$ cat src/rtl/mem_port_arbiter_if.sv
`default_nettype none
// ============================================================================
//  Module   : mem_port_arbiter_if
//  Purpose  : Bundle of the fetch-side, MEM-side, RAM-side and stall signals
//             around the shared instruction/data RAM port.
//  Modports : master - arbiter view (drives done/rdata, RAM strobe, stalls)
//             slave  - environment view (pipeline stages and the RAM)
//  Signals  : if_req/if_addr/if_rdata/if_done        fetch requester
//             mem_read/mem_write/mem_addr/mem_wdata/
//             mem_rdata/mem_done                     MEM-stage requester
//             ram_req/ram_we/ram_addr/ram_wdata/
//             ram_rdata/ram_ready                    single-port RAM
//             stall_mem/stall_if/busy                pipeline control
//  Revision : 1.0 - initial release
// ============================================================================
interface mem_port_arbiter_if;
  logic        if_req;
  logic [31:0] if_addr;
  logic [31:0] if_rdata;
  logic        if_done;

  logic        mem_read;
  logic        mem_write;
  logic [31:0] mem_addr;
  logic [31:0] mem_wdata;
  logic [31:0] mem_rdata;
  logic        mem_done;

  logic        ram_req;
  logic        ram_we;
  logic [31:0] ram_addr;
  logic [31:0] ram_wdata;
  logic [31:0] ram_rdata;
  logic        ram_ready;

  logic        stall_mem;
  logic        stall_if;
  logic        busy;

  modport master (
    input  if_req, if_addr,
    output if_rdata, if_done,
    input  mem_read, mem_write, mem_addr, mem_wdata,
    output mem_rdata, mem_done,
    output ram_req, ram_we, ram_addr, ram_wdata,
    input  ram_rdata, ram_ready,
    output stall_mem, stall_if, busy
  );

  modport slave (
    output if_req, if_addr,
    input  if_rdata, if_done,
    output mem_read, mem_write, mem_addr, mem_wdata,
    input  mem_rdata, mem_done,
    input  ram_req, ram_we, ram_addr, ram_wdata,
    output ram_rdata, ram_ready,
    input  stall_mem, stall_if, busy
  );
endinterface
`default_nettype wire

$ cat src/rtl/mem_port_arbiter.sv
`default_nettype none
// ============================================================================
//  Module   : mem_port_arbiter
//  Purpose  : Shares one single-port RAM between instruction fetch and the
//             MEM stage. MEM has priority; fetch is guaranteed a grant after
//             STREAK_MAX consecutive MEM grants while it waits. Each access is
//             IDLE -> BUSY_x -> DONE_x -> IDLE (3 cycles minimum).
//  Ports    : clk   - system clock, rising edge
//             reset - asynchronous, active-high
//             bus   - mem_port_arbiter_if.master (fetch, MEM, RAM, stalls)
//  Params   : STREAK_MAX - max consecutive MEM grants while fetch waits (1..7)
//  Revision : 1.0 - initial release
// ============================================================================
module mem_port_arbiter #(
  parameter int STREAK_MAX = 4
) (
  input  wire logic          clk,
  input  wire logic          reset,
  mem_port_arbiter_if.master bus
);

  localparam logic [2:0] c_STREAK_MAX = 3'(STREAK_MAX);

  typedef enum logic [2:0] {
    S_IDLE   = 3'd0,
    S_BUSY_M = 3'd1,
    S_BUSY_I = 3'd2,
    S_DONE_M = 3'd3,
    S_DONE_I = 3'd4
  } state_t;

  state_t      r_state;
  state_t      w_next;
  logic [2:0]  r_streak;
  logic [31:0] r_addr;
  logic [31:0] r_wdata;
  logic        r_we;
  logic [31:0] r_if_rdata;
  logic [31:0] r_mem_rdata;

  logic        w_mem_act;
  logic        w_grant_m;
  logic        w_grant_i;
  logic        w_ram_req;
  logic        w_if_done;
  logic        w_mem_done;
  logic        w_busy;
  logic        w_stall_mem;

  // A write wins when both MemRead and MemWrite are asserted.
  assign w_mem_act = bus.mem_read | bus.mem_write;

  // State register
  always_ff @(posedge clk or posedge reset) begin
    if (reset) begin
      r_state <= S_IDLE;
    end else begin
      r_state <= w_next;
    end
  end

  // Next state and state-decoded outputs
  always_comb begin
    w_next     = r_state;
    w_grant_m  = 1'b0;
    w_grant_i  = 1'b0;
    w_ram_req  = 1'b0;
    w_if_done  = 1'b0;
    w_mem_done = 1'b0;
    w_busy     = 1'b1;
    unique case (r_state)
      S_IDLE: begin
        w_busy = 1'b0;
        // MEM wins unless fetch is waiting and has already been passed over
        // STREAK_MAX times in a row.
        if (w_mem_act && !(bus.if_req && (r_streak == c_STREAK_MAX))) begin
          w_grant_m = 1'b1;
          w_next    = S_BUSY_M;
        end else if (bus.if_req) begin
          w_grant_i = 1'b1;
          w_next    = S_BUSY_I;
        end
      end
      S_BUSY_M: begin
        w_ram_req = 1'b1;
        if (bus.ram_ready) w_next = S_DONE_M;
      end
      S_BUSY_I: begin
        w_ram_req = 1'b1;
        if (bus.ram_ready) w_next = S_DONE_I;
      end
      // DONE samples no request: the requester is retiring this cycle and
      // must not be granted a second time.
      S_DONE_M: begin
        w_mem_done = 1'b1;
        w_next     = S_IDLE;
      end
      S_DONE_I: begin
        w_if_done = 1'b1;
        w_next    = S_IDLE;
      end
      default: begin
        w_next = S_IDLE;
      end
    endcase
  end

  // Operands are captured at grant so the RAM sees stable values for the
  // whole access regardless of what the requesters do meanwhile.
  always_ff @(posedge clk or posedge reset) begin
    if (reset) begin
      r_addr  <= 32'd0;
      r_wdata <= 32'd0;
      r_we    <= 1'b0;
    end else if (w_grant_m) begin
      r_addr  <= bus.mem_addr;
      r_wdata <= bus.mem_wdata;
      r_we    <= bus.mem_write;
    end else if (w_grant_i) begin
      r_addr  <= bus.if_addr;
      r_wdata <= 32'd0;
      r_we    <= 1'b0;
    end
  end

  // Read data registers hold their value until the next completion.
  always_ff @(posedge clk or posedge reset) begin
    if (reset) begin
      r_if_rdata  <= 32'd0;
      r_mem_rdata <= 32'd0;
    end else begin
      if ((r_state == S_BUSY_M) && bus.ram_ready) r_mem_rdata <= bus.ram_rdata;
      if ((r_state == S_BUSY_I) && bus.ram_ready) r_if_rdata  <= bus.ram_rdata;
    end
  end

  // Counts MEM grants taken while fetch was waiting.
  always_ff @(posedge clk or posedge reset) begin
    if (reset) begin
      r_streak <= 3'd0;
    end else if (w_grant_i) begin
      r_streak <= 3'd0;
    end else if (w_grant_m) begin
      if (!bus.if_req) begin
        r_streak <= 3'd0;
      end else if (r_streak != c_STREAK_MAX) begin
        r_streak <= r_streak + 3'd1;
      end
    end
  end

  assign w_stall_mem   = w_mem_act & ~w_mem_done;

  assign bus.ram_req   = w_ram_req;
  assign bus.ram_we    = r_we;
  assign bus.ram_addr  = r_addr;
  assign bus.ram_wdata = r_wdata;
  assign bus.if_done   = w_if_done;
  assign bus.if_rdata  = r_if_rdata;
  assign bus.mem_done  = w_mem_done;
  assign bus.mem_rdata = r_mem_rdata;
  assign bus.busy      = w_busy;
  assign bus.stall_mem = w_stall_mem;
  assign bus.stall_if  = (bus.if_req & ~w_if_done) | w_stall_mem;

endmodule
`default_nettype wire

$ cat src/flat_wrapper.sv
// flat-port wrapper written by rule: the top's interface ports become plain ports
module mem_port_arbiter_flat 
#(
  parameter int STREAK_MAX = 4
)
  (clk, reset, bus_if_req, bus_if_addr, bus_if_rdata, bus_if_done, bus_mem_read, bus_mem_write, bus_mem_addr, bus_mem_wdata, bus_mem_rdata, bus_mem_done, bus_ram_req, bus_ram_we, bus_ram_addr, bus_ram_wdata, bus_ram_rdata, bus_ram_ready, bus_stall_mem, bus_stall_if, bus_busy);
  mem_port_arbiter_if bus_i ();
  input  wire logic clk;
  input  wire logic reset;
  input wire logic [$bits(bus_i.if_req)-1:0] bus_if_req;
  input wire logic [$bits(bus_i.if_addr)-1:0] bus_if_addr;
  output wire logic [$bits(bus_i.if_rdata)-1:0] bus_if_rdata;
  output wire logic [$bits(bus_i.if_done)-1:0] bus_if_done;
  input wire logic [$bits(bus_i.mem_read)-1:0] bus_mem_read;
  input wire logic [$bits(bus_i.mem_write)-1:0] bus_mem_write;
  input wire logic [$bits(bus_i.mem_addr)-1:0] bus_mem_addr;
  input wire logic [$bits(bus_i.mem_wdata)-1:0] bus_mem_wdata;
  output wire logic [$bits(bus_i.mem_rdata)-1:0] bus_mem_rdata;
  output wire logic [$bits(bus_i.mem_done)-1:0] bus_mem_done;
  output wire logic [$bits(bus_i.ram_req)-1:0] bus_ram_req;
  output wire logic [$bits(bus_i.ram_we)-1:0] bus_ram_we;
  output wire logic [$bits(bus_i.ram_addr)-1:0] bus_ram_addr;
  output wire logic [$bits(bus_i.ram_wdata)-1:0] bus_ram_wdata;
  input wire logic [$bits(bus_i.ram_rdata)-1:0] bus_ram_rdata;
  input wire logic [$bits(bus_i.ram_ready)-1:0] bus_ram_ready;
  output wire logic [$bits(bus_i.stall_mem)-1:0] bus_stall_mem;
  output wire logic [$bits(bus_i.stall_if)-1:0] bus_stall_if;
  output wire logic [$bits(bus_i.busy)-1:0] bus_busy;
  assign bus_i.if_req = bus_if_req;
  assign bus_i.if_addr = bus_if_addr;
  assign bus_if_rdata = bus_i.if_rdata;
  assign bus_if_done = bus_i.if_done;
  assign bus_i.mem_read = bus_mem_read;
  assign bus_i.mem_write = bus_mem_write;
  assign bus_i.mem_addr = bus_mem_addr;
  assign bus_i.mem_wdata = bus_mem_wdata;
  assign bus_mem_rdata = bus_i.mem_rdata;
  assign bus_mem_done = bus_i.mem_done;
  assign bus_ram_req = bus_i.ram_req;
  assign bus_ram_we = bus_i.ram_we;
  assign bus_ram_addr = bus_i.ram_addr;
  assign bus_ram_wdata = bus_i.ram_wdata;
  assign bus_i.ram_rdata = bus_ram_rdata;
  assign bus_i.ram_ready = bus_ram_ready;
  assign bus_stall_mem = bus_i.stall_mem;
  assign bus_stall_if = bus_i.stall_if;
  assign bus_busy = bus_i.busy;
  mem_port_arbiter #(.STREAK_MAX(STREAK_MAX)) u_core (.clk(clk), .reset(reset), .bus(bus_i));
endmodule
$ cat config.mk
export PLATFORM = sky130hd
export DESIGN_NAME = mem_port_arbiter_flat
export DESIGN_NICKNAME = d
export VERILOG_FILES = /design/src/rtl/mem_port_arbiter_if.sv /design/src/rtl/mem_port_arbiter.sv /design/src/flat_wrapper.sv
export SDC_FILE = /design/constraint.sdc
export NUM_CORES = 1
export LEC_CHECK = 0
export BUFFER_PORTS_ARGS = -buffer_cell sky130_fd_sc_hd__buf_2
export CAP_MARGIN = 40
export CORE_UTILIZATION = 48
export CTS_BUF_LIST = sky130_fd_sc_hd__clkbuf_8
export CTS_CLUSTER_DIAMETER = 150
export CTS_CLUSTER_SIZE = 25
export DETAILED_ROUTE_END_ITERATION = 6
export PLACE_DENSITY = 0.87
export SYNTH_ARGS = -nofsm -noshare
export SYNTH_HDL_FRONTEND = slang
export SYNTH_SLANG_ARGS = --single-unit
export TNS_END_PERCENT = 100
$ cat constraint.sdc
create_clock -name clk -period 5.5 [get_ports clk]
set_input_delay 0.825 -clock clk [delete_from_list [all_inputs] [get_ports clk]]
set_output_delay 0.825 -clock clk [all_outputs]
set_load 0.005 [all_outputs]
# Word-level counts from Yosys, hierarchy flattened
# Index checks and enable logic that the tools add are counted.
dict set report classes {
  eq_ne 10
  bitwise 6
  muxes 24
  reduce_logical 10
  addsub 1
}
# cell count
set op_table {}
lappend op_table {{$mux 32} 4}
lappend op_table {{$mux 3} 8}
lappend op_table {{$mux 1} 11}
lappend op_table {{$pmux 3 s3} 1}
lappend op_table {{$eq 3x2->1 const B} 2}
lappend op_table {{$eq 3x3->1 const B} 2}
lappend op_table {{$logic_and 1x1->1} 4}
lappend op_table {{$ne 2x2->1 const B} 2}
lappend op_table {{$add 3x1->3 const B} 1}
lappend op_table {{$eq 3x1->1 const B} 1}
lappend op_table {{$logic_not 3->1} 1}
lappend op_table {{$ne 3x1->1 const B} 1}
lappend op_table {{$ne 3x2->1 const B} 1}
lappend op_table {{$ne 3x3->1 const B} 1}
lappend op_table {{$reduce_and 3->1} 1}
lappend op_table {{$and 1x1->1} 2}
lappend op_table {{$not 1->1} 2}
lappend op_table {{$or 1x1->1} 2}
lappend op_table {{$reduce_and 2->1} 1}
lappend op_table {{$reduce_bool 2->1} 1}
lappend op_table {{$reduce_or 2->1} 1}
lappend op_table {{$logic_not 1->1} 1}
dict set report totals {
  output_inout_bits 135
  register_bits 135
}

# Depth between registers and ports, before layout
dict set report logic_depth {
  word_depth 8
  ltp_mapped 7
}

# Least setup slack after synthesis
# No wires, ideal clock.
dict set report synth_path {
  path_type {input port to output port}
  from {input bus_mem_write}
  to {output bus_stall_if}
  path_slack_ps 3121
  t_required_ps 4675
  n_path_buf 1
  path_stages 3
  arrival_time_ps 1554
  path_cell_list {nor2_1 > clkbuf_1 > o22ai_1}
}
dict set report synth_between {
  elab_chain_cells 3
}
# element line_no
set synth_rtl {}
lappend synth_rtl {{start, declared} flat_wrapper.sv:15} ;# input wire logic [$bits(bus_i.mem_write)-1:0] bus_mem_write;
lappend synth_rtl {{$or 1x1->1} mem_port_arbiter.sv:51} ;# assign w_mem_act = bus.mem_read | bus.mem_write;
lappend synth_rtl {{$and 1x1->1} mem_port_arbiter.sv:152} ;# assign w_stall_mem = w_mem_act & ~w_mem_done;
lappend synth_rtl {{$or 1x1->1} mem_port_arbiter.sv:164} ;# assign bus.stall_if = (bus.if_req & ~w_if_done) | w_stall_mem;
lappend synth_rtl {{end, declared} flat_wrapper.sv:27} ;# output wire logic [$bits(bus_i.stall_if)-1:0] bus_stall_if;
# Every way passes these cells.

# Worst setup path after layout
dict set report layout_path {
  from {register u_core.r_state[0]}
  to {output bus_stall_if}
}
dict set report layout_between {
  elab_chain_cells 5
  elab_cells_between_ends 9
  cone_classes {eq/ne: 2; mux: 2; bitwise: 5}
}
# element line_no
set layout_rtl {}
lappend layout_rtl {{start, declared} mem_port_arbiter.sv:32} ;# state_t r_state;
lappend layout_rtl {{start signal, assigned} mem_port_arbiter.sv:58} ;# r_state <= w_next;
lappend layout_rtl {{$eq 3x3->1 or $eq 3x2->1 (tied branches)} mem_port_arbiter.sv:71} ;# unique case (r_state)
lappend layout_rtl {{$mux 1} mem_port_arbiter.sv:71}
lappend layout_rtl {{$not 1->1, on equally long branches} {mem_port_arbiter.sv:164, mem_port_arbiter.sv:152}}
lappend layout_rtl {{$and 1x1->1, on equally long branches} {mem_port_arbiter.sv:164, mem_port_arbiter.sv:152}}
lappend layout_rtl {{$or 1x1->1 (*)} mem_port_arbiter.sv:164}
# Mark *: on every way between the ends. The rest lies on a longest branch, timed or not.

==> summary.md <==
| Metric | Value |
|---|---|
| Comb pwr share | 0.388 |
| Number of nets at the end of the flow | 832 |
| Buffer levels on the longest clock path | 2 |
| Routed vias | 4,741 |
| Worst min-delay path class | primary input to asynchronous set/reset pin |
| Synthesized flop and latch total | between 100 and 150 |
| Share of final-layout standard cells stronger than drive strength 1 | 0.536 |
| Final-report hold violation count | 0 |
| Average via count per standard cell | about 5.6 |
| 1st-pass router iterations | 5 |
| Number of slew-limit violations in the final report | 0 |
| Maximum vdd ir drop | about 0.00037 V |
| Count of input and output buffers | between 200 and 300 |
| Sink count of the clock tree | ~140 |
| Slew at the pin closest to its max-slew limit | 0.682 ns |
| Tightest slew margin relative to the limit | 0.544 |
| Required time worst endpoint | 4.68 ns |
| # placed instances | between 800 and 900 |
| Routability-driven placement congestion ratio | around 0.75 |
| CP endpoint kind | output pin |
| Syn. warnings | 0 |
| HPWL after detailed placement | about 11,000 µm |
| Clk pwr share | 0.200 |
| Most common library cell in the layout ignoring fill and taps | buf_2 |
| Net Sw Frac | 0.339 |
| Drt total wl | 15,400 µm |
| Filler cells | around 840 |
| Total global routing track utilization | 0.257 |
| Setup skew after layout | roughly 0.012 ns |
| Clock latency on the worst-skew pair | ~0.43 ns |
| IO Count | roughly 270 |
| Total net switching power | 1460 µW |
| 1st-iter DRT viols | ~420 |
| Sum of overflow across all layers after global routing | 0 |
| Clock transition at the registers of the reported paths | ~0.08 ns |
| Highest net fanout along the worst path | 6 |
| Layout Cells excl Fill | 849 |
| Type of origin of the critical path | register |
| Standard-cell row count | 38 |
| Area grow syn2layout | 35.3% |
| Die footprint | roughly 12,000 µm² |
| Starting utilization of the core area | 0.503 |
| Number of nets in the synthesized netlist | ~570 |
| DIE WIDTH | 110 µm |
| Max-cap violations | 0 |
| Number of clock buffers inserted by TritonCTS | 17 |
| Unique masters post-synth | 28 |
| # setup viols final | 0 |
| Sequential fraction of the synthesis area | 0.607 |
| Most used cells in the layout excluding fill and tap cells | buf_2, dfrtp_1, mux2_2 |
| Die Y | between 100 and 150 µm |
| Final worst slack | about 2.9 ns |
| Wire length of the first global-routing pass | 23,000 µm |
| Ratio of final minimum period to clock period | 0.482 |
| Number of nets with antenna violations after routing | 0 |
| Wire per inst | approximately 18 µm |
| Unrepaired setup endpoints after global routing | no |
| Clock tree from TritonCTS | done |
| Antenna violations before repair | 0 |
| Power Total | between 4000 and 5000 µW |
| Setup tns final | 0 ns |
| Number of antenna repair diodes | 0 |
| Cell count after synthesis | between 400 and 500 |
| Number of global-route vias before repair | approximately 4,700 |
| Netlist area before placement | 5570 µm² |
| Mean area per synthesized cell | around 13 µm² |
| F_max | roughly 380 MHz |
| Std-Cell Core Area | 11,100 µm² |
| Static leakage power | around 0.0037 µW |
| Post-place setup slack | approximately 3 ns |
| Number of setup buffers added after CTS | 0 |
| Run status | finished, final reports clean |
| DRC violation count after routing | 0 |
| Internal power component | 2860 µW |
| Critical path data arrival time | 1.82 ns |
| Crit path kind | register to output pin |
| Final critical path time including I/O delays and setup | roughly 2.6 ns |
| Clock root buffer master | clkbuf_8 |
| Maximum number of pins on one net before global-route repair | 51 |
| Number of buffers inserted by hold repair at cts | 0 |
| Depth of the CTS H-tree | 4 |
| Flop pwr share | 0.412 |
| Power density over cell area | ~570 nW/µm² |
| Post-cts resize count | 0 |
==> cells in the mapped netlist (all sizes together) <==
library cell,number,area (µm²)
a21oi,36,180
a22o,33,289
a31o,1,8.76
a31oi,32,200
a32o,2,20.0
and2,2,12.5
and3,2,12.5
buf,17,92.6
clkbuf,22,82.6
dfrtp,135,3380
ha,2,25.0
inv,6,22.5
mux2,64,721
nand2,1,3.75
nand3,1,5.00
nand3b,32,240
nor2,5,18.8
nor3,2,32.5
nor3b,1,7.51
nor4bb,1,10.0
o21ai,35,175
o22ai,1,6.26
or3,1,6.26
xnor2,1,8.76
xor2,1,8.76
==> layout make-up <==
type	count	area, µm²	share of cell area
repair buffers	280	1510	0.200
well taps	140	175	0.0233
multi-input cells	256	2020	0.268
flip-flops and latches	135	3380	0.449
clock inverters	12	151	0.0201
clock buffers	20	275	0.0365
inverters	6	25.0	0.00332
==> sequential cells by signal, indices dropped and copies added, names as in the netlist <==
signal,cells
u_core.bus.if_rdata,32
u_core.bus.mem_rdata,32
u_core.bus.ram_addr,32
u_core.bus.ram_wdata,32
u_core.bus.ram_we,1
u_core.r_state,3
u_core.r_streak,3
==> stage by stage <==
stage | instance area, µm² | util | hold WS (ns)
after global placement | 6980 | 0.630 | 0.465
after floorplan | 5570 | - | 0.483
after global routing | 7530 | 0.680 | 0.476
after CTS | 7530 | 0.680 | 0.444
final | 7530 | 0.680 | 0.456
after detailed placement | 7110 | 0.641 | 0.474
==> metal layers <==
| layer | global-route usage | wire (µm) |
|---|---|---|
| met1 | 0.292 | 5870 |
| met2 | 0.440 | 7970 |
| met3 | 0.0860 | 1370 |
| met4 | 0.111 | 221 |
| met5 | 0 | 0 |
==> logic make-up after synthesis <==
group	after synthesis	share of synthesized area
buffers and inverters	45	0.0355
DFF	135	0.607
and+or+nand+nor	48	0.0627
xor gates and xnor gates	2	0.00315
AOI/OAI and AO/OA	140	0.158
adders and majority gates	2	0.00449
muxes	64	0.129
==> power by group through the flow <==
stage | clock, µW | combinational (µW) | sequential (µW)
after floorplan | 0 | 880 | 1790
after global placement | 0 | 1590 | 1750
after detailed placement | 0 | 1690 | 1780
after CTS | 881 | 1700 | 1780
after global routing | 923 | 1850 | 1830
final | 863 | 1680 | 1780
==> critical path: stages (launching register included) <==
cell	delay [ns]
dfrtp_1	0.52
inv_1	0.11
nor3b_1	0.49
o22ai_1	0.13
buf_2	0.15
==> worst paths after layout <==
path                                                     start                                    to  slack [ns]  cells after the start
max in group asynchronous                                reset   u_core.bus.mem_rdata[0]$_DFFE_PP0P_        4.08                      3
max                              u_core.r_state[0]$_DFFE_PP0P_                          bus_stall_if        2.85                      4
min                                                      reset   u_core.bus.if_rdata[13]$_DFFE_PP0P_        0.46                      2
max reg2reg                      u_core.r_state[0]$_DFFE_PP0P_  u_core.bus.ram_wdata[25]$_DFFE_PP0P_        3.31                      5
min reg2reg                u_core.bus.ram_wdata[2]$_DFFE_PP0P_   u_core.bus.ram_wdata[2]$_DFFE_PP0P_        0.50                      1
min in group clk           u_core.bus.ram_wdata[2]$_DFFE_PP0P_   u_core.bus.ram_wdata[2]$_DFFE_PP0P_        0.50                      1
No activity file was read; power rests on OpenSTA's default activity.
